<file path="src/rtl/dir_button_pkg.sv">
// dir_button_pkg: shared state encoding for the push-button debounce FSM
package dir_button_pkg;

   typedef enum logic [1:0] {
      ST_RELEASED     = 2'd0,
      ST_PRESS_PEND   = 2'd1,
      ST_PRESSED      = 2'd2,
      ST_RELEASE_PEND = 2'd3
   } btn_state_t;

   // The debounced level is high while the press is accepted, including
   // while a release is still being qualified.
   function automatic logic is_held(input btn_state_t s);
      return (s == ST_PRESSED) || (s == ST_RELEASE_PEND);
   endfunction

endpackage

</file>
<file path="src/rtl/sync_2ff.sv">
// sync_2ff: two-flop synchroniser for an asynchronous board pin
module sync_2ff #(
   parameter logic RST_VAL = 1'b0
) (
   input  logic clk,
   input  logic rst,
   input  logic d,
   output logic q
);

   logic meta_q;
   logic sync_q;

   // Shift the pin through two flops; reset loads the idle level of the pin.
   always_ff @(posedge clk or negedge rst) begin
      if (!rst) begin
         meta_q <= RST_VAL;
         sync_q <= RST_VAL;
      end else begin
         meta_q <= d;
         sync_q <= meta_q;
      end
   end

   assign q = sync_q;

endmodule

</file>
<file path="src/rtl/dir_button_ctrl.sv">
// dir_button_ctrl: synchronise and debounce the user button into the dir bit
module dir_button_ctrl
   import dir_button_pkg::*;
#(
   parameter int DEBOUNCE_CYCLES = 50000,
   parameter bit DIR_MODE        = 1'b0,
   localparam int CNT_W          = $clog2(DEBOUNCE_CYCLES + 1)
) (
   input  logic clk,
   input  logic rst,
   input  logic btn_n,
   output logic dir,
   output logic pressed,
   output logic press_pulse,
   output logic release_pulse
);

   localparam logic [CNT_W-1:0] CNT_LAST = CNT_W'(DEBOUNCE_CYCLES - 1);

   logic             btn_sync;
   logic             btn_s;
   btn_state_t       state_q, state_d;
   logic [CNT_W-1:0] cnt_q, cnt_d;
   logic             dir_q, dir_d;
   logic             pressed_q, pressed_d;
   logic             press_pulse_q, press_pulse_d;
   logic             release_pulse_q, release_pulse_d;

   // The pin idles high (released), so the synchroniser resets to 1.
   sync_2ff #(.RST_VAL(1'b1)) u_sync (
      .clk (clk),
      .rst (rst),
      .d   (btn_n),
      .q   (btn_sync)
   );

   assign btn_s = ~btn_sync;

   // Debounce FSM: a level must hold for DEBOUNCE_CYCLES samples to be accepted.
   always_comb begin
      state_d = state_q;
      cnt_d   = cnt_q;
      case (state_q)
         ST_RELEASED: begin
            if (btn_s) begin
               state_d = ST_PRESS_PEND;
               cnt_d   = '0;
            end
         end
         ST_PRESS_PEND: begin
            if (!btn_s) begin
               state_d = ST_RELEASED;
               cnt_d   = '0;
            end else if (cnt_q == CNT_LAST) begin
               state_d = ST_PRESSED;
            end else begin
               cnt_d = cnt_q + CNT_W'(1);
            end
         end
         ST_PRESSED: begin
            if (!btn_s) begin
               state_d = ST_RELEASE_PEND;
               cnt_d   = '0;
            end
         end
         ST_RELEASE_PEND: begin
            if (btn_s) begin
               state_d = ST_PRESSED;
               cnt_d   = '0;
            end else if (cnt_q == CNT_LAST) begin
               state_d = ST_RELEASED;
            end else begin
               cnt_d = cnt_q + CNT_W'(1);
            end
         end
         default: begin
            state_d = ST_RELEASED;
            cnt_d   = '0;
         end
      endcase
   end

   // Outputs are derived from the next state so they register on the accepting edge.
   always_comb begin
      pressed_d       = is_held(state_d);
      press_pulse_d   = (state_q == ST_PRESS_PEND) && (state_d == ST_PRESSED);
      release_pulse_d = (state_q == ST_RELEASE_PEND) && (state_d == ST_RELEASED);
      dir_d           = DIR_MODE ? pressed_d : dir_q ^ press_pulse_d;
   end

   // State, counter and output registers; reset aborts any pending qualification.
   always_ff @(posedge clk or negedge rst) begin
      if (!rst) begin
         state_q         <= ST_RELEASED;
         cnt_q           <= '0;
         dir_q           <= 1'b0;
         pressed_q       <= 1'b0;
         press_pulse_q   <= 1'b0;
         release_pulse_q <= 1'b0;
      end else begin
         state_q         <= state_d;
         cnt_q           <= cnt_d;
         dir_q           <= dir_d;
         pressed_q       <= pressed_d;
         press_pulse_q   <= press_pulse_d;
         release_pulse_q <= release_pulse_d;
      end
   end

   assign dir           = dir_q;
   assign pressed       = pressed_q;
   assign press_pulse   = press_pulse_q;
   assign release_pulse = release_pulse_q;

endmodule

</file>
<file path="config.mk">
export PLATFORM = sky130hd
export DESIGN_NAME = dir_button_ctrl
export DESIGN_NICKNAME = d
export VERILOG_FILES = /design/src/rtl/dir_button_pkg.sv /design/src/rtl/sync_2ff.sv /design/src/rtl/dir_button_ctrl.sv
export SDC_FILE = /design/constraint.sdc
export NUM_CORES = 1
export LEC_CHECK = 0
export BUFFER_PORTS_ARGS = -buffer_cell sky130_fd_sc_hd__buf_2
export CAP_MARGIN = 10
export CELL_PAD_IN_SITES_DETAIL_PLACEMENT = 0
export CELL_PAD_IN_SITES_GLOBAL_PLACEMENT = 1
export CORE_MARGIN = 1.5
export CORE_UTILIZATION = 46
export DETAILED_ROUTE_END_ITERATION = 10
export PLACE_DENSITY_LB_ADDON = 0.12
export SLEW_MARGIN = 20
export SYNTH_ARGS = -nofsm -noshare
export SYNTH_HDL_FRONTEND = slang
export SYNTH_SLANG_ARGS = --single-unit
</file>
<file path="constraint.sdc">
create_clock -name clk -period 2.2 [get_ports clk]
set_input_delay 0.44 -clock clk [delete_from_list [all_inputs] [get_ports clk]]
set_output_delay 0.44 -clock clk [all_outputs]
set_load 0.02 [all_outputs]
</file>
; ---- Word-level counts from Yosys, hierarchy flattened
; Cells that the tools add are included.
[word_totals]
reg_bits = 24
input_bits = 3
out_inout_bits = 4
[op_classes]
n_eq_ne = 8
muxes = 13
addsub = 1
n_reduce_logical = 6
bitwise = 1
[ops]
columns = cell, count
row1 = 16-bit 2-to-1 mux, 5
row2 = 16-bit one-hot mux with 4 select lines, 1
row3 = 16-bit by 1-bit adder with 16-bit output (second input constant), 1
row4 = 16-bit equality test (second input constant), 1
row5 = 2-bit 2-to-1 mux, 6
row6 = 2-bit equality test (second input constant), 4
row7 = 2-bit one-hot mux with 4 select lines, 1
row8 = 2-bit zero test, 2
row9 = 2-bit by 1-bit equality test with 1-bit output (second input constant), 1
row10 = 1-bit logical AND, 2
row11 = 2-bit by 1-bit != test with 1-bit output (second input constant), 1
row12 = 2-bit != test (second input constant), 1
row13 = 2-bit AND reduction, 1
row14 = 1-bit logical OR, 1
row15 = 1-bit bitwise XOR, 1

; ---- Longest topological paths before layout
; Gate-level depths: netlist of run 1.
[logic_depth]
depth_word = 7
ltp_mapped = 6
mapped_depth_nobuf = 5

; ---- Hierarchy
; From an unflattened synthesis of run 1, not the netlist that was laid out.
[unflattened]
hier_cells = 131
area_unflattened_um2 = 1275.0
[by_module_without_submodules]
columns = mod, cells_each, n_inst, area_per_inst_um2, seq_area_each_um2
row1 = dir_button_ctrl, 129, 1, 1222.4, 550.5
row2 = sync_2ff, 2, 1, 52.6, 52.6

; ---- Worst setup path after synthesis of run 1
; Ideal clock, no wire load.
[synth_timing]
path_kind = register to register
start = register cnt_q[0]
end = register cnt_q[0]
stages_incl_launch_ff = 7
t_arrival_ns = 1.584
path_buffers = 1
required_ns = 2.075
setup_time_ns = 0.125
slack_ns = 0.491
path_cell_list = dfrtp_1 ha_1 and4b_2 and4_1 clkbuf_1 a21o_1 mux2_2
[synth_via]
elab_chain_cells = 4
elab_cells_between_ends = 6
classes_between = add/sub: 1 / eq/ne: 1 / mux: 4
[synth_lines]
columns = element, line
row1 = start: declaration, dir_button_ctrl.sv:23  ; logic [CNT_W-1:0] cnt_q, cnt_d;
row2 = start signal: assignment, dir_button_ctrl.sv:102  ; cnt_q <= cnt_d;
row3 = 16-bit by 1-bit adder with 16-bit output or 16-bit equality test (tied branches), n/a
row4 = 16-bit 2-to-1 mux (*), "dir_button_ctrl.sv:54, dir_button_ctrl.sv:70"
row5 = "16-bit 2-to-1 mux, on equally long branches", "dir_button_ctrl.sv:67, dir_button_ctrl.sv:51"
row6 = 16-bit one-hot mux with 4 select lines (*), dir_button_ctrl.sv:43  ; case (state_q)
; Every way passes the cells marked *; elsewhere a longest branch is shown, timed or not.
; A chain may end at the register's enable or synchronous reset.

; ---- Worst setup path in the final report of run 1
[layout_timing]
start = register cnt_q[1]
end = register cnt_q[14]
; Same word-level chain as after synthesis.

==> results of run 1 <==
## Yosys cell counts (2+ instances only)
cell,instances
nand2_1,10
and2_1,2
or2_2,2
a21o_1,2
nor2_1,11
xnor2_1,5
dfstp_2,2
nor4_1,5
clkbuf_1,2
o211ai_1,4
a22o_1,3
or4_1,3
o21ai_0,4
nand4_1,4
nand2b_1,2
a21oi_1,3
mux2i_1,2
nor3_1,5
nand3_1,6
dfrtp_1,22
inv_1,5
## state kept, by name, indices dropped and copies added, names as in the netlist
name,flops
u_sync.q,1
u_sync.meta_q,1
release_pulse,1
press_pulse,1
cnt_q,16
state_q,2
pressed,1
dir,1
## worst paths after layout
path,to,cells after the start,start
hold / removal,cnt_q[11]$_DFFE_PN0P_,1,rst
hold reg to reg,u_sync.q$_DFF_PN1_,0,u_sync.meta_q$_DFF_PN1_
setup reg to reg,cnt_q[14]$_DFFE_PN0P_,5,cnt_q[1]$_DFFE_PN0P_
min in group clk,u_sync.meta_q$_DFF_PN1_,1,btn_n
max in group asynchronous,u_sync.q$_DFF_PN1_,1,rst
setup / recovery,cnt_q[14]$_DFFE_PN0P_,5,cnt_q[1]$_DFFE_PN0P_
## power by group
group          leakage, nW  internal [mW]  switching (mW)
clock               0.0150         0.0708           0.127
combinational        0.240         0.0110          0.0286
sequential           0.325          0.448         0.00661
## logic make-up after synthesis
family | share of synthesized area [%]
xor+xnor | 4.334
compound gates | 10.73
fa+ha+maj | 1.032
buf+inv | 3.096
mux | 2.580
simple gates | 28.48
flops | 49.74
## layer usage
metal | track usage [%] | wire length, microns | part of all wire [%]
met1 | 27.63 | 1142 | 46
met2 | 30.52 | 1165 | 47
met3 | 3.279 | 154 | 6.2
met4 | 9.167 | 23 | 0.93
met5 | 0 | 0 | 0
## area by class of cell
type / instances / share of cell area, %
multi-input cells: 90 / 44.41
flip-flops and latches: 24 / 46.84
repair buffers: 6 / 2.332
inverters: 5 / 1.458
well taps: 30 / 2.915
clock buffers: 4 / 2.041
## stage by stage
step | worst slack (ps) | power [mW] | hold WS [ps] | cell area [sq um] | std cells
floorplan | 490.9 | 0.4872 | 144.4 | 1212 | 122
finish | 389.2 | 0.6926 | 82.48 | 1287 | 159
CTS | 412.0 | 0.6997 | 92.90 | 1287 | 159
global placement | 486.6 | 0.5023 | 349.0 | 1261 | 155
global route | 292.8 | 0.7262 | 115.0 | 1287 | 159
detailed placement | 444.6 | 0.5036 | 352.7 | 1261 | 155
## critical path, stage by stage (launching register included)
cell	delay (ps)
dfrtp_1	420
ha_1	250
nand4_1	290
nor4_1	510
nand2b_1	170
a31oi_1	80
==> impl_metrics.env, run 1 <==
export IMPL_drv_slew=0
export IMPL_num_fill_cells=246
export IMPL_cts_tree="built"
export IMPL_cp_start_kind="register"
export IMPL_relSlewSlack_pct=64.64
export IMPL_cap_violations=0
export IMPL_fin_crit_ps=1811
export IMPL_synth_edf_count=0
export IMPL_register_area_sq_um=603.1
export IMPL_worst_pin_slew_ps=530.3
export IMPL_period_share_pct=82.31
export IMPL_cts_buffers=3
export IMPL_critical_path_class="reg -> reg"
export IMPL_coreArea_sq_um=2477
export IMPL_fin_skew_ps=13.06
export IMPL_synth_cell_area_sq_um=1212
export IMPL_grt_pass1_wl_mm=4.167
export IMPL_final_nets=134
export IMPL_post_synth_top_area_cell="dfrtp_1"
export IMPL_worstHoldPathType="in -> async"
export IMPL_p_leak_nw=0.5797
export IMPL_hold_viol=0
export IMPL_mostFrequentLayoutCell="dfrtp_1"
export IMPL_fmax_ghz=0.5522
export IMPL_postRouteAntennaNets=0
export IMPL_synthCells=122
export IMPL_utilization_pct=51.97
export IMPL_clock_latency_ps=310
export IMPL_end_kind="register"
export IMPL_layout_common_cells="dfrtp_1, nor2_1, nand2_1, nand3_1, buf_2"
export IMPL_start_util_pct=48.94
export IMPL_fin_setup_tns_ps=0
export IMPL_syn_nets=126
export IMPL_clock_sinks=24
export IMPL_yosys_cell_types_count=39
export IMPL_rows=18
export IMPL_die_y_microns=54.34
export IMPL_overflow=0
export IMPL_post_cts_buffers=0
export IMPL_root_buffer="clkbuf_4"
export IMPL_synth_flop_cell="dfrtp_1"
export IMPL_cts_max_level=1
export IMPL_status="complete, no violations"
export IMPL_seq_area_frac_synth_pct=49.74
export IMPL_clk_pin_slew_ps=130
export IMPL_synth_seq_cells=24
export IMPL_clock_path_buffers=2
export IMPL_drc=0
export IMPL_n_antenna_cell=0
export IMPL_postCtsHoldBufs=0
export IMPL_grt_pass1_vias=879
export IMPL_power_density_nw_per_um2=538.0
export IMPL_routed_wl_mm=2.485
export IMPL_multi_input_area_sq_um=571.8
export IMPL_rrSetupSlack_ps=390
export IMPL_antenna_found_initial=0
export IMPL_grt_usage_pct=19.99
export IMPL_post_dp_hpwl_mm=1.784
export IMPL_synth_top_area_share_pct=45.41
export IMPL_setup_violations_final=0
export IMPL_synthToLayoutAreaGrowth_pct=6.192
export IMPL_worstPathRequired_ps=2410
export IMPL_design_die_area_sq_um=2953
export IMPL_layout_drive_gt1_share_pct=14.73
export IMPL_postSynth_asyncResetShare_pct=100.0
export IMPL_critPathMaxFanout=6
export IMPL_dr_pass1_iters=4
export IMPL_ios=7
export IMPL_rsz0062_at_grt="no"
export IMPL_synth_top_cells_by_area="dfrtp_1, dfstp_2, xnor2_1"
export IMPL_die_w_microns=54.34
export IMPL_postCtsResizedCells=0
export IMPL_drtIter0Drc=31
export IMPL_worstPathArrival_ps=2020
export IMPL_grt_max_degree=25
export IMPL_via_per_inst=6.101
export IMPL_ir_drop_uv=340.3
export IMPL_gp_congestion=0.7519
export IMPL_io_buffers=6
export IMPL_avgSynthCellArea_sq_um=9.938
export IMPL_routedWlPerCell_microns=15.63
export IMPL_route_vias_total=970
export IMPL_ys_warn_count=0
No activity file was read; power rests on OpenSTA's default activity.
==> inputs of run 2 (changes only) <==
ABC_AREA = 1   (was unset)
CORE_UTILIZATION = 39   (was 46)
clock period = 1.6 ns   (was 2.2 ns; I/O delays follow)
==> impl_metrics.env, run 2 <==
export IMPL_post_synth_top_area_cell="dfrtp_1"
export IMPL_worst_pin_slew_ps=548.2
export IMPL_post_dp_hpwl_mm=2.401
export IMPL_regMostFlops="cnt_q"
export IMPL_largest_reg_flops=16
export IMPL_yosysMostFrequentCell="nand2_1"
export IMPL_worstHoldPathType="in -> reg"
export IMPL_worstPathArrival_ps=1710
export IMPL_clock_latency_ps=330
export IMPL_synth_adder_area_share_pct=0.8757
export IMPL_syn_nets=204
export IMPL_critPathMaxFanout=6
export IMPL_ios=7
export IMPL_grt_usage_pct=17.69
export IMPL_relSlewSlack_pct=63.46
export IMPL_layout_common_cells="nand2_1, nor2_1, inv_1, nand3_1, dfrtp_1"
export IMPL_design_die_area_sq_um=4036
export IMPL_period_share_pct=92.71
export IMPL_synthToLayoutAreaGrowth_pct=11.38
export IMPL_rsz0062_at_grt="yes"
export IMPL_worstPathRequired_ps=1830
export IMPL_postSynth_asyncResetShare_pct=100.0
export IMPL_avgSynthCellArea_sq_um=7.144
export IMPL_crit_end="cnt_q[12]$_DFFE_PN0P_"
export IMPL_grt_pass1_wl_mm=5.664
export IMPL_clock_path_buffers=2
export IMPL_via_per_inst=4.795
export IMPL_hp_start="btn_n"
export IMPL_mostFrequentLayoutCell="nand2_1"
export IMPL_layout_drive_gt1_share_pct=16.04
export IMPL_die_y_microns=63.53
export IMPL_grt_max_degree=25
export IMPL_synth_simple_gate_area_share_pct=43.52
export IMPL_synth_top_cells_by_area="dfrtp_1, nand2_1, nor2_1"
export IMPL_end_kind="register"
export IMPL_root_buffer="clkbuf_4"
export IMPL_ir_drop_uv=406.4
export IMPL_postRouteAntennaNets=0
export IMPL_grt_pass1_vias=1233
export IMPL_synth_cell_area_sq_um=1429
export IMPL_coreArea_sq_um=3416
export IMPL_cts_tree="built"
export IMPL_dr_pass1_iters=4
export IMPL_power_density_nw_per_um2=729.8
export IMPL_synth_edf_count=0
export IMPL_r2r_start="cnt_q[0]$_DFFE_PN0P_"
export IMPL_whs_ps=66.78
export IMPL_muxShareOfSynthArea_pct=0
export IMPL_status="complete, no violations"
export IMPL_setup_worst_path_start="cnt_q[0]$_DFFE_PN0P_"
export IMPL_rr_endpoint="cnt_q[12]$_DFFE_PN0P_"
export IMPL_place_area_sq_um=1524
export IMPL_drc=0
export IMPL_synth_top_family_by_area="simple AND/OR/NAND/NOR gates"
export IMPL_cap_violations=0
export IMPL_synth_top_area_share_pct=38.53
export IMPL_clk_pin_slew_ps=150
export IMPL_drtIter0Drc=92
export IMPL_io_buffers=6
export IMPL_rrSetupSlack_ps=120
export IMPL_synthCells=200
export IMPL_largestRegisters="cnt_q (16), state_q (2)"
export IMPL_die_w_microns=63.53
export IMPL_final_nets=217
export IMPL_synth_flop_cell="dfrtp_1"
export IMPL_n_antenna_cell=0
export IMPL_clock_sinks=24
export IMPL_gp_congestion=0.8918
export IMPL_seq_area_frac_synth_pct=42.21
export IMPL_yosys_cell_types_count=23
export IMPL_critical_path_class="reg -> reg"
export IMPL_synth_seq_cells=24
export IMPL_overflow=0
export IMPL_start_util_pct=41.83
export IMPL_routed_wl_mm=3.135
export IMPL_setup_violations_final=0
export IMPL_fin_skew_ps=13.31
export IMPL_ys_warn_count=0
export IMPL_cts_buffers=3
export IMPL_drv_slew=0
export IMPL_fmax_ghz=0.6742
export IMPL_final_area_sq_um=1592
export IMPL_synthXorXnorAreaFrac_pct=1.226
export IMPL_rows=21
export IMPL_route_vias_total=1237
export IMPL_fin_crit_ps=1483
export IMPL_num_fill_cells=363
export IMPL_synth_common_cells="nand2_1, nor2_1, inv_1"
export IMPL_cts_max_level=1
export IMPL_routedWlPerCell_microns=12.15
export IMPL_r2r_cells=8
export IMPL_fin_setup_tns_ps=0
export IMPL_antenna_found_initial=0
export IMPL_cp_start_kind="register"
export IMPL_hold_viol=0
export IMPL_p_leak_nw=0.7652
export IMPL_synth_compound_area_share_pct=4.553
[run 2: cell types whose count changed after synthesis, sizes merged, moves of 5 or more]
cell   delta
a21oi     +5
nor4      -5
nor2     +26
nand2    +50
inv      +23
nand3    +15
[run 2: cell type report]
type | instances | area, sq um | area share, %
multi-input cells | 147 | 719.4 | 45.20
inverters | 29 | 108.9 | 6.840
flip-flops and latches | 24 | 605.6 | 38.05
clock buffers | 3 | 22.52 | 1.415
clock inverters | 1 | 30.03 | 1.887
well taps | 46 | 57.56 | 3.616
repair buffers | 8 | 47.55 | 2.987
[run 2: how the worst min path moves through the flow]
stage                                    endpoint  cells after the start
after CTS                 u_sync.meta_q$_DFF_PN1_                      1
after global routing      u_sync.meta_q$_DFF_PN1_                      1
final                     u_sync.meta_q$_DFF_PN1_                      1
after detailed placement     cnt_q[3]$_DFFE_PN0P_                      1
after floorplan              cnt_q[0]$_DFFE_PN0P_                      0
after global placement       cnt_q[3]$_DFFE_PN0P_                      1
[run 2: through the flow]
step	worst slack [ps]	cells	util (%)	total power, mW
floorplan	262.6	200	-	0.6859
global placement	136.3	253	44.62	0.7150
detailed placement	88.99	253	44.62	0.7177
CTS	46.42	258	46.45	1.170
global route	-15.40	258	46.59	1.202
finish	116.7	258	46.59	1.161
[run 2: cell families (layout without fill, tap and decap cells)]
group | count (synthesis) | after routing
AO/OA/AOI/OAI | 13 | 13
XOR/XNOR | 2 | 2
adder cells (fa/ha/maj) | 1 | 1
buffers and inverters | 29 | 41
flip-flops | 24 | 24
AND/OR/NAND/NOR | 131 | 131
[run 2: critical path, cell delays in order (launching register included)]
cell,delay [ps]
dfrtp_2,450
ha_2,230
inv_1,80
nor2_4,160
nand3_2,130
nor2_2,150
nand3_1,90
nand2_1,60
nor2_1,40
[run 2: what timing repair did]
item                                   4_1_cts  5_1_grt
endpoints found under the hold margin       22        0
gates resized for setup                      0        3
setup endpoints to repair                    0        9
setup buffers                                0        0
hold buffers                                 1        0
[run 2: per-layer routing]
metal | routed length [microns] | vias up | track usage (%)
li1 | - | 655 | -
met1 | 1647 | 563 | 25.51
met2 | 1369 | 14 | 27.24
met3 | 77 | 5 | 2.679
met4 | 40 | 0 | 5.435
met5 | 0 | - | 0
[run 2: power by group]
| part | switching, mW | internal (mW) | total (mW) |
|---|---|---|---|
| clock | 0.200 | 0.253 | 0.454 |
| sequential | 0.0142 | 0.618 | 0.632 |
| combinational | 0.0533 | 0.0220 | 0.0753 |
==> inputs of run 3 (changes only) <==
CORE_UTILIZATION = 42   (was 39)
CTS_BUF_LIST = sky130_fd_sc_hd__clkbuf_4   (was unset)
PLACE_DENSITY = 0.84   (was unset)
PLACE_DENSITY_LB_ADDON = unset   (was 0.12)
SYNTH_HIERARCHICAL = 1   (was unset)
==> impl_metrics.env, run 3 <==
export IMPL_drtIter0Drc=59
export IMPL_grt_max_degree=25
export IMPL_mostFrequentLayoutCell="nand2_1"
export IMPL_grt_pass1_vias=1157
export IMPL_rr_endpoint="cnt_q[7]$_DFFE_PN0P_"
export IMPL_utilization_pct=49.52
export IMPL_cp_num_cells=6
export IMPL_cap_violations=0
export IMPL_antenna_found_initial=0
export IMPL_drv_slew=0
export IMPL_die_y_microns=60.94
export IMPL_routedWlPerCell_microns=11.62
export IMPL_rsz0062_at_grt="no"
export IMPL_fmax_ghz=0.6925
export IMPL_crit_family="flip-flops"
export IMPL_crit_end="cnt_q[7]$_DFFE_PN0P_"
export IMPL_post_synth_top_area_cell="dfrtp_1"
export IMPL_avgSynthCellArea_sq_um=7.306
export IMPL_cts_tree="built"
export IMPL_gp_congestion=0.8259
export IMPL_largestRegisters="cnt_q (16), state_q (2)"
export IMPL_worstHoldPathType="in -> reg"
export IMPL_synth_common_cells="nand2_1, nor2_1, inv_1"
export IMPL_final_nets=211
export IMPL_grt_usage_pct=18.66
export IMPL_postRouteAntennaNets=0
export IMPL_num_fill_cells=329
export IMPL_coreArea_sq_um=3128
export IMPL_ios=7
export IMPL_path_buf_inv=2
export IMPL_grt_pass1_wl_mm=5.175
export IMPL_synth_cell_area_sq_um=1410
export IMPL_end_kind="register"
export IMPL_critPathMaxFanout=10
export IMPL_synthCells=193
export IMPL_clk_pin_slew_ps=140
export IMPL_fin_crit_ps=1444
export IMPL_power_density_nw_per_um2=636.8
export IMPL_clock_sinks=24
export IMPL_die_w_microns=60.94
export IMPL_layout_common_cells="nand2_1, nor2_1, inv_1, dfrtp_1, nand3_1"
export IMPL_ir_drop_uv=304.0
export IMPL_synth_top_area_share_pct=39.04
export IMPL_worst_pin_slew_ps=538.5
export IMPL_relSlewSlack_pct=64.10
export IMPL_worstPathRequired_ps=1850
export IMPL_cts_max_level=1
export IMPL_clock_path_buffers=2
export IMPL_ys_warn_count=6
export IMPL_cp_cell_sequence="inv_2 -> nand2_2 -> nand3_2 -> nand2_2 -> inv_1 -> nor3b_2"
export IMPL_via_per_inst=4.856
export IMPL_largest_reg_flops=16
export IMPL_dr_pass1_iters=4
export IMPL_period_share_pct=90.25
export IMPL_regMostFlops="cnt_q"
export IMPL_root_buffer="clkbuf_4"
export IMPL_synth_edf_count=0
export IMPL_fin_skew_ps=7.062
export IMPL_synth_seq_cells=24
export IMPL_yosysMostFrequentCell="nand2_1"
export IMPL_synthToLayoutAreaGrowth_pct=9.850
export IMPL_clock_latency_ps=320
export IMPL_rows=20
export IMPL_postSynth_asyncResetShare_pct=100.0
export IMPL_drc=0
export IMPL_r2r_start="u_sync/q$_DFF_PN1_"
export IMPL_cts_buffers=3
export IMPL_yosys_cell_types_count=25
export IMPL_route_vias_total=1214
export IMPL_p_leak_nw=0.7744
export IMPL_crit_path_frequent_cell="nand2_2"
export IMPL_hold_viol=0
export IMPL_overflow=0
export IMPL_post_dp_hpwl_mm=2.192
export IMPL_syn_nets=197
export IMPL_rrSetupSlack_ps=160
export IMPL_worstPathArrival_ps=1700
export IMPL_start_util_pct=45.08
export IMPL_io_buffers=6
export IMPL_layout_drive_gt1_share_pct=17.48
export IMPL_slowest_stage="dfstp_2"
export IMPL_setup_worst_path_start="u_sync/q$_DFF_PN1_"
export IMPL_n_antenna_cell=0
export IMPL_synth_top_cells_by_area="dfrtp_1, nand2_1, nor2_1"
export IMPL_cpPeakStageDelay_ps=600
export IMPL_status="complete, no violations"
export IMPL_seq_area_frac_synth_pct=42.77
export IMPL_design_die_area_sq_um=3714
export IMPL_routed_wl_mm=2.906
export IMPL_critical_path_class="reg -> reg"
export IMPL_setup_violations_final=0
export IMPL_synth_flop_cell="dfrtp_1"
export IMPL_cp_start_kind="register"
export IMPL_r2r_cells=6
export IMPL_fin_setup_tns_ps=0
-- run 3: cell type report --
| class | count | area (sq um) | share of cell area, % |
|---|---|---|---|
| Multi-Input combinational cell | 137 | 684.4 | 44.18 |
| Clock buffer | 3 | 22.52 | 1.454 |
| Tap cell | 44 | 55.05 | 3.554 |
| Sequential cell | 24 | 604.3 | 39.01 |
| Clock inverter | 1 | 3.754 | 0.2423 |
| Inverter | 31 | 116.4 | 7.512 |
| Timing Repair Buffer | 10 | 62.56 | 4.039 |
-- run 3: metal layers --
metal / part of all wire, % / wire [microns] / vias up / track usage [%]
met1: 51 / 1485 / 556 / 27.24
met2: 45 / 1309 / 17 / 28.88
met3: 2.6 / 77 / 4 / 1.919
met4: 1.2 / 34 / 0 / 6.522
li1: - / - / 637 / -
met5: 0 / 0 / - / 0
-- run 3: timing repair --
action	CTS	global route
endpoints found under the hold margin	22	0
hold buffers	1	0
gates resized for setup	0	3
setup endpoints to repair	0	11
setup buffers	0	2
-- run 3: metrics by stage --
step | area, sq um | hold WS, ps | power (mW) | setup slack (ps) | instances
detailed placement | 1491 | 335.5 | 0.7066 | 100.6 | 243
global route | 1549 | 54.47 | 1.025 | 15.41 | 250
CTS | 1528 | 67.00 | 0.9882 | 65.32 | 248
finish | 1549 | 74.81 | 0.9864 | 156.1 | 250
global placement | 1491 | 326.9 | 0.7048 | 165.0 | 243
floorplan | 1410 | 24.41 | 0.6806 | 285.9 | 193
-- run 3: power by group --
group / leakage (nW) / switching, mW / internal (mW)
Clock: 0.0154 / 0.192 / 0.0914
Combinational: 0.436 / 0.0501 / 0.0261
Sequential: 0.323 / 0.00949 / 0.618
Total: 0.774 / 0.251 / 0.735
-- run 3: worst min path at each step --
stage | from | to | cells past startpoint
4_1_cts | btn_n | u_sync/meta_q$_DFF_PN1_ | 1
3_5_place_dp | rst | cnt_q[3]$_DFFE_PN0P_ | 1
3_3_place_gp | rst | cnt_q[3]$_DFFE_PN0P_ | 1
5_1_grt | btn_n | u_sync/meta_q$_DFF_PN1_ | 1
2_1_floorplan | rst | cnt_q[0]$_DFFE_PN0P_ | 0
6_report | btn_n | u_sync/meta_q$_DFF_PN1_ | 1
-- run 3: cells by family after synthesis --
family          Yosys count  synth area share [%]
simple gates            122                 41.08
buf+inv                  32                 9.050
flops                    24                 42.77
compound gates           11                 4.348
xor+xnor                  3                 1.864
fa+ha+maj                 1                0.8872
